===== config.mk =====
export PLATFORM = sky130hd
export DESIGN_NAME = if_queue
export DESIGN_NICKNAME = d
export VERILOG_FILES = /design/src/rtl/if_queue.sv
export SDC_FILE = /design/constraint.sdc
export NUM_CORES = 1
export LEC_CHECK = 0
export BUFFER_PORTS_ARGS = -buffer_cell sky130_fd_sc_hd__buf_2
export CAP_MARGIN = 5
export CORE_ASPECT_RATIO = 1.1
export CORE_MARGIN = 2
export CORE_UTILIZATION = 53
export DETAILED_ROUTE_END_ITERATION = 16
export PLACE_DENSITY = 0.85
export SKIP_LAST_GASP = 1
export SLEW_MARGIN = 20
export SYNTH_ARGS = -nofsm -noshare
export SYNTH_HDL_FRONTEND = slang
export SYNTH_SLANG_ARGS = --single-unit

===== constraint.sdc =====
create_clock -name i_clk -period 5.15 [get_ports i_clk]
set_input_delay 0.2575 -clock i_clk [delete_from_list [all_inputs] [get_ports i_clk]]
set_output_delay 0.2575 -clock i_clk [all_outputs]
set_load 0.01 [all_outputs]

===== src/rtl/if_queue.sv =====
// Instruction queue between fetch and decode: a DEPTH-entry circular buffer of
// {pc, instr} pairs with valid/ready handshakes on both sides and a flush.
`ifndef CPU_WIDTH
`define CPU_WIDTH 32
`endif
`ifndef INS_WIDTH
`define INS_WIDTH 32
`endif

module if_queue #(
  parameter int DEPTH = 2,
  parameter int CNT_W = $clog2(DEPTH) + 1
) (
  input  logic                   i_clk,
  input  logic                   i_rst,
  input  logic                   i_pre_valid,
  output logic                   o_pre_ready,
  input  logic [`CPU_WIDTH-1:0]  i_pc,
  input  logic [`INS_WIDTH-1:0]  i_instr,
  output logic                   o_post_valid,
  input  logic                   i_post_ready,
  output logic [`CPU_WIDTH-1:0]  o_pc,
  output logic [`INS_WIDTH-1:0]  o_instr,
  input  logic                   i_flush,
  output logic [CNT_W-1:0]       o_count
);

  localparam int PTR_W = (DEPTH > 1) ? $clog2(DEPTH) : 1;
  localparam logic [CNT_W-1:0] FULL = CNT_W'(DEPTH);

  logic [`CPU_WIDTH-1:0] pc_mem    [DEPTH];
  logic [`INS_WIDTH-1:0] instr_mem [DEPTH];
  logic [PTR_W-1:0]      wr_ptr;
  logic [PTR_W-1:0]      rd_ptr;
  logic [CNT_W-1:0]      count;
  logic                  enq;
  logic                  deq;

  // Ready depends only on state, flush and reset, never on the downstream ready.
  assign o_pre_ready  = !i_rst && (count != FULL) && !i_flush;
  assign o_post_valid = (count != '0);
  assign o_pc         = pc_mem[rd_ptr];
  assign o_instr      = instr_mem[rd_ptr];
  assign o_count      = count;

  assign enq = i_pre_valid && o_pre_ready;
  assign deq = o_post_valid && i_post_ready;

  always_ff @(posedge i_clk or posedge i_rst) begin
    if (i_rst) begin
      for (int unsigned i = 0; i < DEPTH; i++) begin
        pc_mem[i]    <= '0;
        instr_mem[i] <= '0;
      end
    end else if (enq) begin
      pc_mem[wr_ptr]    <= i_pc;
      instr_mem[wr_ptr] <= i_instr;
    end
  end

  always_ff @(posedge i_clk or posedge i_rst) begin
    if (i_rst) begin
      wr_ptr <= '0;
      rd_ptr <= '0;
      count  <= '0;
    end else if (i_flush) begin
      wr_ptr <= '0;
      rd_ptr <= '0;
      count  <= '0;
    end else begin
      if (enq) wr_ptr <= wr_ptr + 1'b1;
      if (deq) rd_ptr <= rd_ptr + 1'b1;
      if (enq && !deq)      count <= count + 1'b1;
      else if (deq && !enq) count <= count - 1'b1;
    end
  end

endmodule


==> load_flow_metrics.sql, run 1 <==
INSERT INTO impl_metrics (metric_group, metric, value, unit) VALUES
('pwr', 'cellLeakagePower', '0.00358', 'uW'),
('place', 'dp.final_hpwl', '7540', 'um'),
('setup_path', 'path_cells', 'buf_4 -> mux2_2 -> buf_2', ''),
('die', 'die-height', '115', 'um'),
('pwr', 'pwr-share-comb', '22.4', '%'),
('place', 'dpl_cell_area', '6700', 'um2'),
('clocking', 'clk_latency', '410', 'ps'),
('grt', 'globalRouteTotalUtil', '20.6', '%'),
('clocking', 'max-clock-path-buffers', '2', ''),
('drt', 'wl', '11800', 'um'),
('clocking', 'cts_hold_repair.buffers', '0', ''),
('min_path', 'hold_start', 'i_flush', ''),
('die', 'num_io_pins', '137', ''),
('sta', 'maxSlewViolCount', '0', ''),
('setup_path', 'cp_slowest_cell', 'sky130_fd_sc_hd__dfrtp_2', ''),
('sta', 'hold-worst-slack', '77.6', 'ps'),
('grt', 'first_global_vias', '3859', ''),
('pwr', 'switching_share', '25.8', '%'),
('pwr', 'power.share.sequential', '43.8', '%'),
('logic_synthesis', 'syn_nets', '437', ''),
('sta', 'max_slew_margin', '34.7', '%'),
('sta', 'grt_setup_unrepaired', 'false', ''),
('clocking', 'cts.repair.resized', '0', ''),
('setup_path', 'timing.setup.critical_path_class', 'reg2out', ''),
('place', 'finalWeightedCongestion', '0.745', ''),
('logic_synthesis', 'synth_seq_cells', '132', ''),
('pwr', 'internal_power', '2430', 'uW'),
('finish', 'fin_area', '7250', 'um2'),
('finish', 'filler_cell_count', '837', ''),
('die', 'die-width', '105', 'um'),
('clocking', 'clock_sink_count', '132', ''),
('die', 'initial_utilization', '54.4', '%'),
('finish', 'post_route_cells_drive_above_1_share', '70.7', '%'),
('sta', 'tns', '0', 'ps'),
('setup_path', 'worst_setup_sp', 'rd_ptr$_DFFE_PP0P_', ''),
('grt', 'grt_first_pass_wirelength', '19400', 'um'),
('sta', 'fin_crit_sh', '52.4', '%'),
('clocking', 'clock_tree.root_cell', 'sky130_fd_sc_hd__clkbuf_16', ''),
('finish', 'area_delta_synth_final', '22.1', '%'),
('clocking', 'post_cts_buffers', '0', ''),
('pwr', 'clock_power_share', '33.8', '%'),
('setup_path', 'timing.critical_path.slowest_cell_delay', '930', 'ps'),
('logic_synthesis', 'synth.yosys.warnings', '0', ''),
('setup_path', 'worst_ep_required_time', '4890', 'ps'),
('min_path', 'min_path_type', 'in2reg', ''),
('pwr', 'power_density', '451', 'nW/um2'),
('grt', 'grt.overflow.total', '0', ''),
('job', 'drv_cap', '0', ''),
('place', 'dpl.cell_count', '634', ''),
('setup_path', 'crit-reg2reg-launch', 'o_count[1]$_DFFE_PP0P_', ''),
('sta', 'finalClockSkew', '6.22', 'ps'),
('clocking', 'clock_buffer_count_from_cts', '17', ''),
('pwr', 'overall_power', '3270', 'uW'),
('finish', 'antenna_cells', '0', ''),
('setup_path', 'critical_path_arrival', '2440', 'ps'),
('drt', 'route.detailed.drc', '0', ''),
('pwr', 'netSwitchingPower', '843', 'uW'),
('sta', 'final_period_minus_worst_setup_slack', '2700', 'ps'),
('place', 'placement.io_buffers', '136', ''),
('drt', 'drt_first_iter_violations', '136', ''),
('logic_synthesis', 'number_of_instances_in_the_synthesized_netlist', '368', ''),
('status', 'outcome', 'finished clean', ''),
('finish', 'final-seq-area', '3300', 'um2'),
('sta', 'max_freq', '371', 'MHz'),
('sta', 'tightest_slew', '980', 'ps'),
('finish', 'final_net_count', '575', ''),
('grt', 'grt_start_max_net_pins', '82', ''),
('die', 'design.die.area', '12100', 'um2'),
('logic_synthesis', 'post_synth_num_cell_types', '24', ''),
('die', 'fp-row-count', '40', ''),
('setup_path', 'timing.critical_path.to_type', 'primary output', '');
## cells in the mapped netlist
cell type / number / area share (%)
sky130_fd_sc_hd__or2_2: 1 / 0.11
sky130_fd_sc_hd__nor3_1: 1 / 0.084
sky130_fd_sc_hd__o2bb2a_1: 1 / 0.17
sky130_fd_sc_hd__o21bai_1: 1 / 0.13
sky130_fd_sc_hd__mux2_4: 49 / 12
sky130_fd_sc_hd__and4b_1: 1 / 0.17
sky130_fd_sc_hd__nor2_1: 2 / 0.13
sky130_fd_sc_hd__xor2_1: 1 / 0.15
sky130_fd_sc_hd__a21oi_1: 2 / 0.17
sky130_fd_sc_hd__dfrtp_1: 132 / 56
sky130_fd_sc_hd__buf_2: 8 / 0.67
sky130_fd_sc_hd__o211ai_1: 1 / 0.13
sky130_fd_sc_hd__buf_6: 6 / 1.1
sky130_fd_sc_hd__mux2_2: 143 / 27
sky130_fd_sc_hd__or4b_4: 1 / 0.23
sky130_fd_sc_hd__clkbuf_1: 7 / 0.44
sky130_fd_sc_hd__nand2_1: 1 / 0.063
sky130_fd_sc_hd__o311ai_0: 1 / 0.15
sky130_fd_sc_hd__nand2b_1: 1 / 0.11
sky130_fd_sc_hd__mux2i_1: 1 / 0.17
sky130_fd_sc_hd__o21ai_0: 1 / 0.084
sky130_fd_sc_hd__nor4bb_1: 1 / 0.17
sky130_fd_sc_hd__nor2b_1: 2 / 0.21
sky130_fd_sc_hd__inv_1: 3 / 0.19
## state kept, by name, summed over array words and instances (netlist names)
name / cells
instr_mem: 64
pc_mem: 64
o_count: 2
rd_ptr: 1
wr_ptr: 1
## metal layers
metal / vias to the layer above / global-route usage, % / routed length (um)
li1: 1598 / - / -
met1: 1844 / 25.0 / 5000
met2: 90 / 34.5 / 6020
met3: 14 / 5.61 / 569
met4: 0 / 9.33 / 182
met5: - / 0 / 0
## placed cells by master, fill, tap and decap left out, types with 2 or more instances in the layout
cell type / n
sky130_fd_sc_hd__clkbuf_1: 2
sky130_fd_sc_hd__dfrtp_1: 131
sky130_fd_sc_hd__buf_2: 136
sky130_fd_sc_hd__nor2_1: 2
sky130_fd_sc_hd__clkinvlp_4: 2
sky130_fd_sc_hd__mux2_2: 143
sky130_fd_sc_hd__nor2b_1: 2
sky130_fd_sc_hd__buf_4: 4
sky130_fd_sc_hd__inv_1: 2
sky130_fd_sc_hd__mux2_4: 49
sky130_fd_sc_hd__clkinv_2: 8
sky130_fd_sc_hd__clkbuf_8: 2
sky130_fd_sc_hd__clkbuf_16: 17
sky130_fd_sc_hd__a21oi_1: 2
## power groups by stage
stage	clock network [uW]	logic (uW)	registers, uW
after global routing	1180	792	1470
final	1100	733	1430
after CTS	1130	745	1430
after floorplan	0	542	1390
after detailed placement	0	739	1440
after global placement	0	716	1420
## logic make-up (layout without fill, tap and decap cells)
kind of cell,Yosys count,after routing,share of synthesized area [%]
muxes,193,193,39.7
DFF,132,132,55.6
buffers and inverters,24,175,2.44
and+or+nand+nor,11,11,1.26
AOI/OAI and AO/OA,7,7,0.822
xor gates and xnor gates,1,1,0.148
## final timing paths
check	cells after the start	end	slack (ps)
worst max-delay path	3	o_pc[7]	2450
worst min-delay path	2	o_count[0]$_DFFE_PP0P_	80
worst max register to register	4	pc_mem[49]$_DFFE_PP0P_	2600
worst min register to register	1	instr_mem[27]$_DFFE_PP0P_	500
max in group asynchronous	3	pc_mem[58]$_DFFE_PP0P_	3770
min in group asynchronous	2	pc_mem[30]$_DFFE_PP0P_	110
## per-stage QoR
step                      setup slack [ps]  util [%]
after floorplan                       1370         -
after CTS                             2410      66.4
after global routing                  2320      66.4
after global placement                2700      61.4
final                                 2450      66.4
after detailed placement              2600      61.4
## final cells by class
type,count,area share (%)
flip-flops and latches,132,45.6
inverters,3,0.190
multi-input cells,212,34.4
clock inverters,11,1.17
well taps,147,2.54
clock buffers,21,6.35
repair buffers,140,9.80
(Power assumes the default switching activity.)
==> inputs of run 2 (changes only) <==
==> constraint.sdc (replaced) <==
create_clock -name i_clk -period 2.8 [get_ports i_clk]
set_input_delay 0.14 -clock i_clk [delete_from_list [all_inputs] [get_ports i_clk]]
set_output_delay 0.14 -clock i_clk [all_outputs]
set_load 0.01 [all_outputs]
==> run 2 against run 1 <==
  * Wire length increased by 8.3%
  * Die area unchanged
  * Flip-flop and latch count is the same
  * Sequential share of layout area fell by 4.6 points
  * Worst hold slack improved by 29 ps
  * Largest cell class unchanged
  * Global-route usage rose by 1.5 points
==> load_flow_metrics.sql, run 2 (same netlist as run 1, synthesis figures left out) <==
INSERT INTO impl_metrics (metric_group, metric, value, unit) VALUES
('sta', 'final_period_minus_worst_setup_slack', '2140', 'ps'),
('finish', 'fin_area', '8060', 'um2'),
('clocking', 'cts-htree-levels', '4', ''),
('finish', 'utilization', '73.9', '%'),
('finish', 'filler_cell_count', '676', ''),
('setup_path', 'timing.critical_path.to_type', 'flip-flop', ''),
('pwr', 'cellLeakagePower', '0.00392', 'uW'),
('die', 'fp-row-count', '40', ''),
('die', 'design.die.area', '12100', 'um2'),
('die', 'die-width', '105', 'um'),
('min_path', 'worst_hold_path.num_cells', '3', ''),
('sta', 'finalClockSkew', '5.47', 'ps'),
('die', 'initial_utilization', '54.4', '%'),
('die', 'die-height', '115', 'um'),
('place', 'dp.final_hpwl', '7600', 'um'),
('grt', 'number_of_antenna_violations_at_the_first_check_in_global_routing', '0', ''),
('sta', 'maxSlewViolCount', '0', ''),
('status', 'outcome', 'finished clean', ''),
('finish', 'layout.cells.most_common', 'sky130_fd_sc_hd__mux2_2', ''),
('pwr', 'power_density', '805', 'nW/um2'),
('sta', 'tightest_slew', '819', 'ps'),
('drt', 'drt_first_iter_violations', '170', ''),
('sta', 'timing.final.hold_violations', '0', ''),
('clocking', 'clk_latency', '410', 'ps'),
('grt', 'first_global_vias', '4159', ''),
('drt', 'ant_nets', '0', ''),
('die', 'num_io_pins', '137', ''),
('setup_path', 'worst_ep_required_time', '3090', 'ps'),
('sta', 'max_freq', '467', 'MHz'),
('finish', 'mostFrequentLayoutCells', 'sky130_fd_sc_hd__mux2_2, sky130_fd_sc_hd__buf_2, sky130_fd_sc_hd__dfrtp_1', ''),
('sta', 'finalWorstSetupSlack', '658', 'ps'),
('setup_path', 'critical_path.startpoint_type', 'flip-flop', ''),
('die', 'core_area', '10900', 'um2'),
('drt', 'wl', '12800', 'um'),
('place', 'placement.io_buffers', '136', ''),
('clocking', 'clk_transition_reported_paths', '60', 'ps'),
('min_path', 'hold_start', 'i_post_ready', ''),
('clocking', 'cts.repair.resized', '0', ''),
('sta', 'fin_crit_sh', '76.5', '%'),
('sta', 'max_slew_margin', '45.4', '%'),
('setup_path', 'timing.critical_path.slowest_cell_delay', '730', 'ps'),
('job', 'drv_cap', '0', ''),
('clocking', 'clock_tree.root_cell', 'sky130_fd_sc_hd__clkbuf_16', ''),
('setup_path', 'critical_path.max_fanout', '23', ''),
('finish', 'post_route_cells_drive_above_1_share', '63.2', '%'),
('setup_path', 'cp_slowest_cell', 'sky130_fd_sc_hd__or4b_4', ''),
('clocking', 'clock_sink_count', '132', ''),
('setup_path', 'r2r_setup_slack', '660', 'ps'),
('setup_path', 'critical_path_arrival', '2430', 'ps'),
('grt', 'grt_start_max_net_pins', '67', ''),
('setup_path', 'ff2ff_path_depth', '4', ''),
('place', 'dpl_cell_area', '6750', 'um2'),
('clocking', 'max-clock-path-buffers', '2', ''),
('sta', 'report.final.setup_viol', '0', ''),
('min_path', 'holdPathEnd', 'o_count[1]$_DFFE_PP0P_', ''),
('setup_path', 'path_cells', 'nor2b_1 -> or4b_4 -> buf_4 -> mux2_4', ''),
('clocking', 'clock_buffer_count_from_cts', '17', ''),
('setup_path', 'timing.critical_path.max_delay_family', 'simple AND/OR/NAND/NOR gates', ''),
('pwr', 'ir_worst_vdd', '0.449', 'mV'),
('grt', 'grt.overflow.total', '0', ''),
('setup_path', 'r2r_end', 'instr_mem[43]$_DFFE_PP0P_', ''),
('drt', 'vias', '3784', ''),
('finish', 'final_net_count', '646', ''),
('finish', 'area_delta_synth_final', '35.7', '%'),
('place', 'placement_stage_worst_setup_slack', '681', 'ps'),
('drt', 'post_drt_via_cell_ratio', '5.14', ''),
('setup_path', 'critPathBufInv', '1', ''),
('sta', 'grt_setup_unrepaired', 'false', ''),
('sta', 'hold-worst-slack', '107', 'ps'),
('place', 'finalWeightedCongestion', '0.772', ''),
('setup_path', 'timing.setup.critical_path_class', 'reg2reg', ''),
('drt', 'routedWlPerCell', '17.3', 'um'),
('grt', 'grt_first_pass_wirelength', '20700', 'um'),
('grt', 'globalRouteTotalUtil', '22.1', '%'),
('drt', 'route.detailed.drc', '0', ''),
('min_path', 'min_path_type', 'in2reg', ''),
('setup_path', 'crit-reg2reg-launch', 'o_count[1]$_DFFE_PP0P_', ''),
('drt', 'dr.pass1.iters', '4', ''),
('sta', 'tns', '0', 'ps'),
('finish', 'antenna_cells', '0', ''),
('clocking', 'tritoncts', 'done', '');
-- run 2: cell types whose count changed in the layout (fill, tap and decap cells not counted), sizes merged --
cell	delta
buf	+5
bufinv	+3
clkbuf	+2
clkinv	-5
dlygate4sd3	+66
inv	-1
-- run 2: how the worst max path moves through the flow --
stage	start	to	slack, ps	cells after the start
final	o_count[1]$_DFFE_PP0P_	instr_mem[43]$_DFFE_PP0P_	660	4
after global routing	o_count[1]$_DFFE_PP0P_	instr_mem[59]$_DFFE_PP0P_	600	4
after CTS	o_count[1]$_DFFE_PP0P_	instr_mem[46]$_DFFE_PP0P_	670	4
after detailed placement	o_count[1]$_DFFE_PP0P_	instr_mem[42]$_DFFE_PP0P_	680	4
after global placement	o_count[1]$_DFFE_PP0P_	instr_mem[59]$_DFFE_PP0P_	760	4
after floorplan	o_count[1]$_DFFE_PP0P_	instr_mem[41]$_DFFE_PP0P_	980	5
-- run 2: power by group --
part	internal, uW	total (uW)	switching, uW	leakage (uW)
Combinational	903	1460	555	0.00199
Clock	1600	2410	803	0.000315
Sequential	2380	2620	248	0.00162
-- run 2: repair_timing --
item | 4_1_cts | 5_1_grt
endpoints found under the hold margin | 134 | 0
buffers inserted | 0 | 0
hold buffers | 66 | 0
-- run 2: cell type report --
cell class	count	area, um2	area share (%)
Inverter	3	15.0	0.186
Clock buffer	23	498	6.18
Tap cell	147	184	2.28
Timing Repair Buffer	211	1420	17.6
Clock inverter	8	146	1.82
Sequential cell	132	3300	41.0
Multi-Input combinational cell	212	2490	30.9
-- run 2: worst reg2reg max path, delay by kind of cell, from the launching register on --
family | cells | cell delay [ps]
flops | 1 | 430
buf+inv | 1 | 330
simple gates | 2 | 940
mux | 1 | 330
-- run 2: per-layer routing --
| metal | GRT usage (%) | wire length (um) | vias up |
|---|---|---|---|
| met5 | 0 | 0 | - |
| met4 | 9.69 | 319 | 0 |
| met3 | 5.44 | 489 | 28 |
| met2 | 36.6 | 6370 | 107 |
| met1 | 27.9 | 5580 | 1907 |
| li1 | - | - | 1742 |
-- run 2: stage by stage --
step,cells,total power [uW]
4_1_cts,736,6520
3_3_place_gp,639,3940
2_1_floorplan,368,3550
6_report,736,6490
3_5_place_dp,639,4020
5_1_grt,736,6780
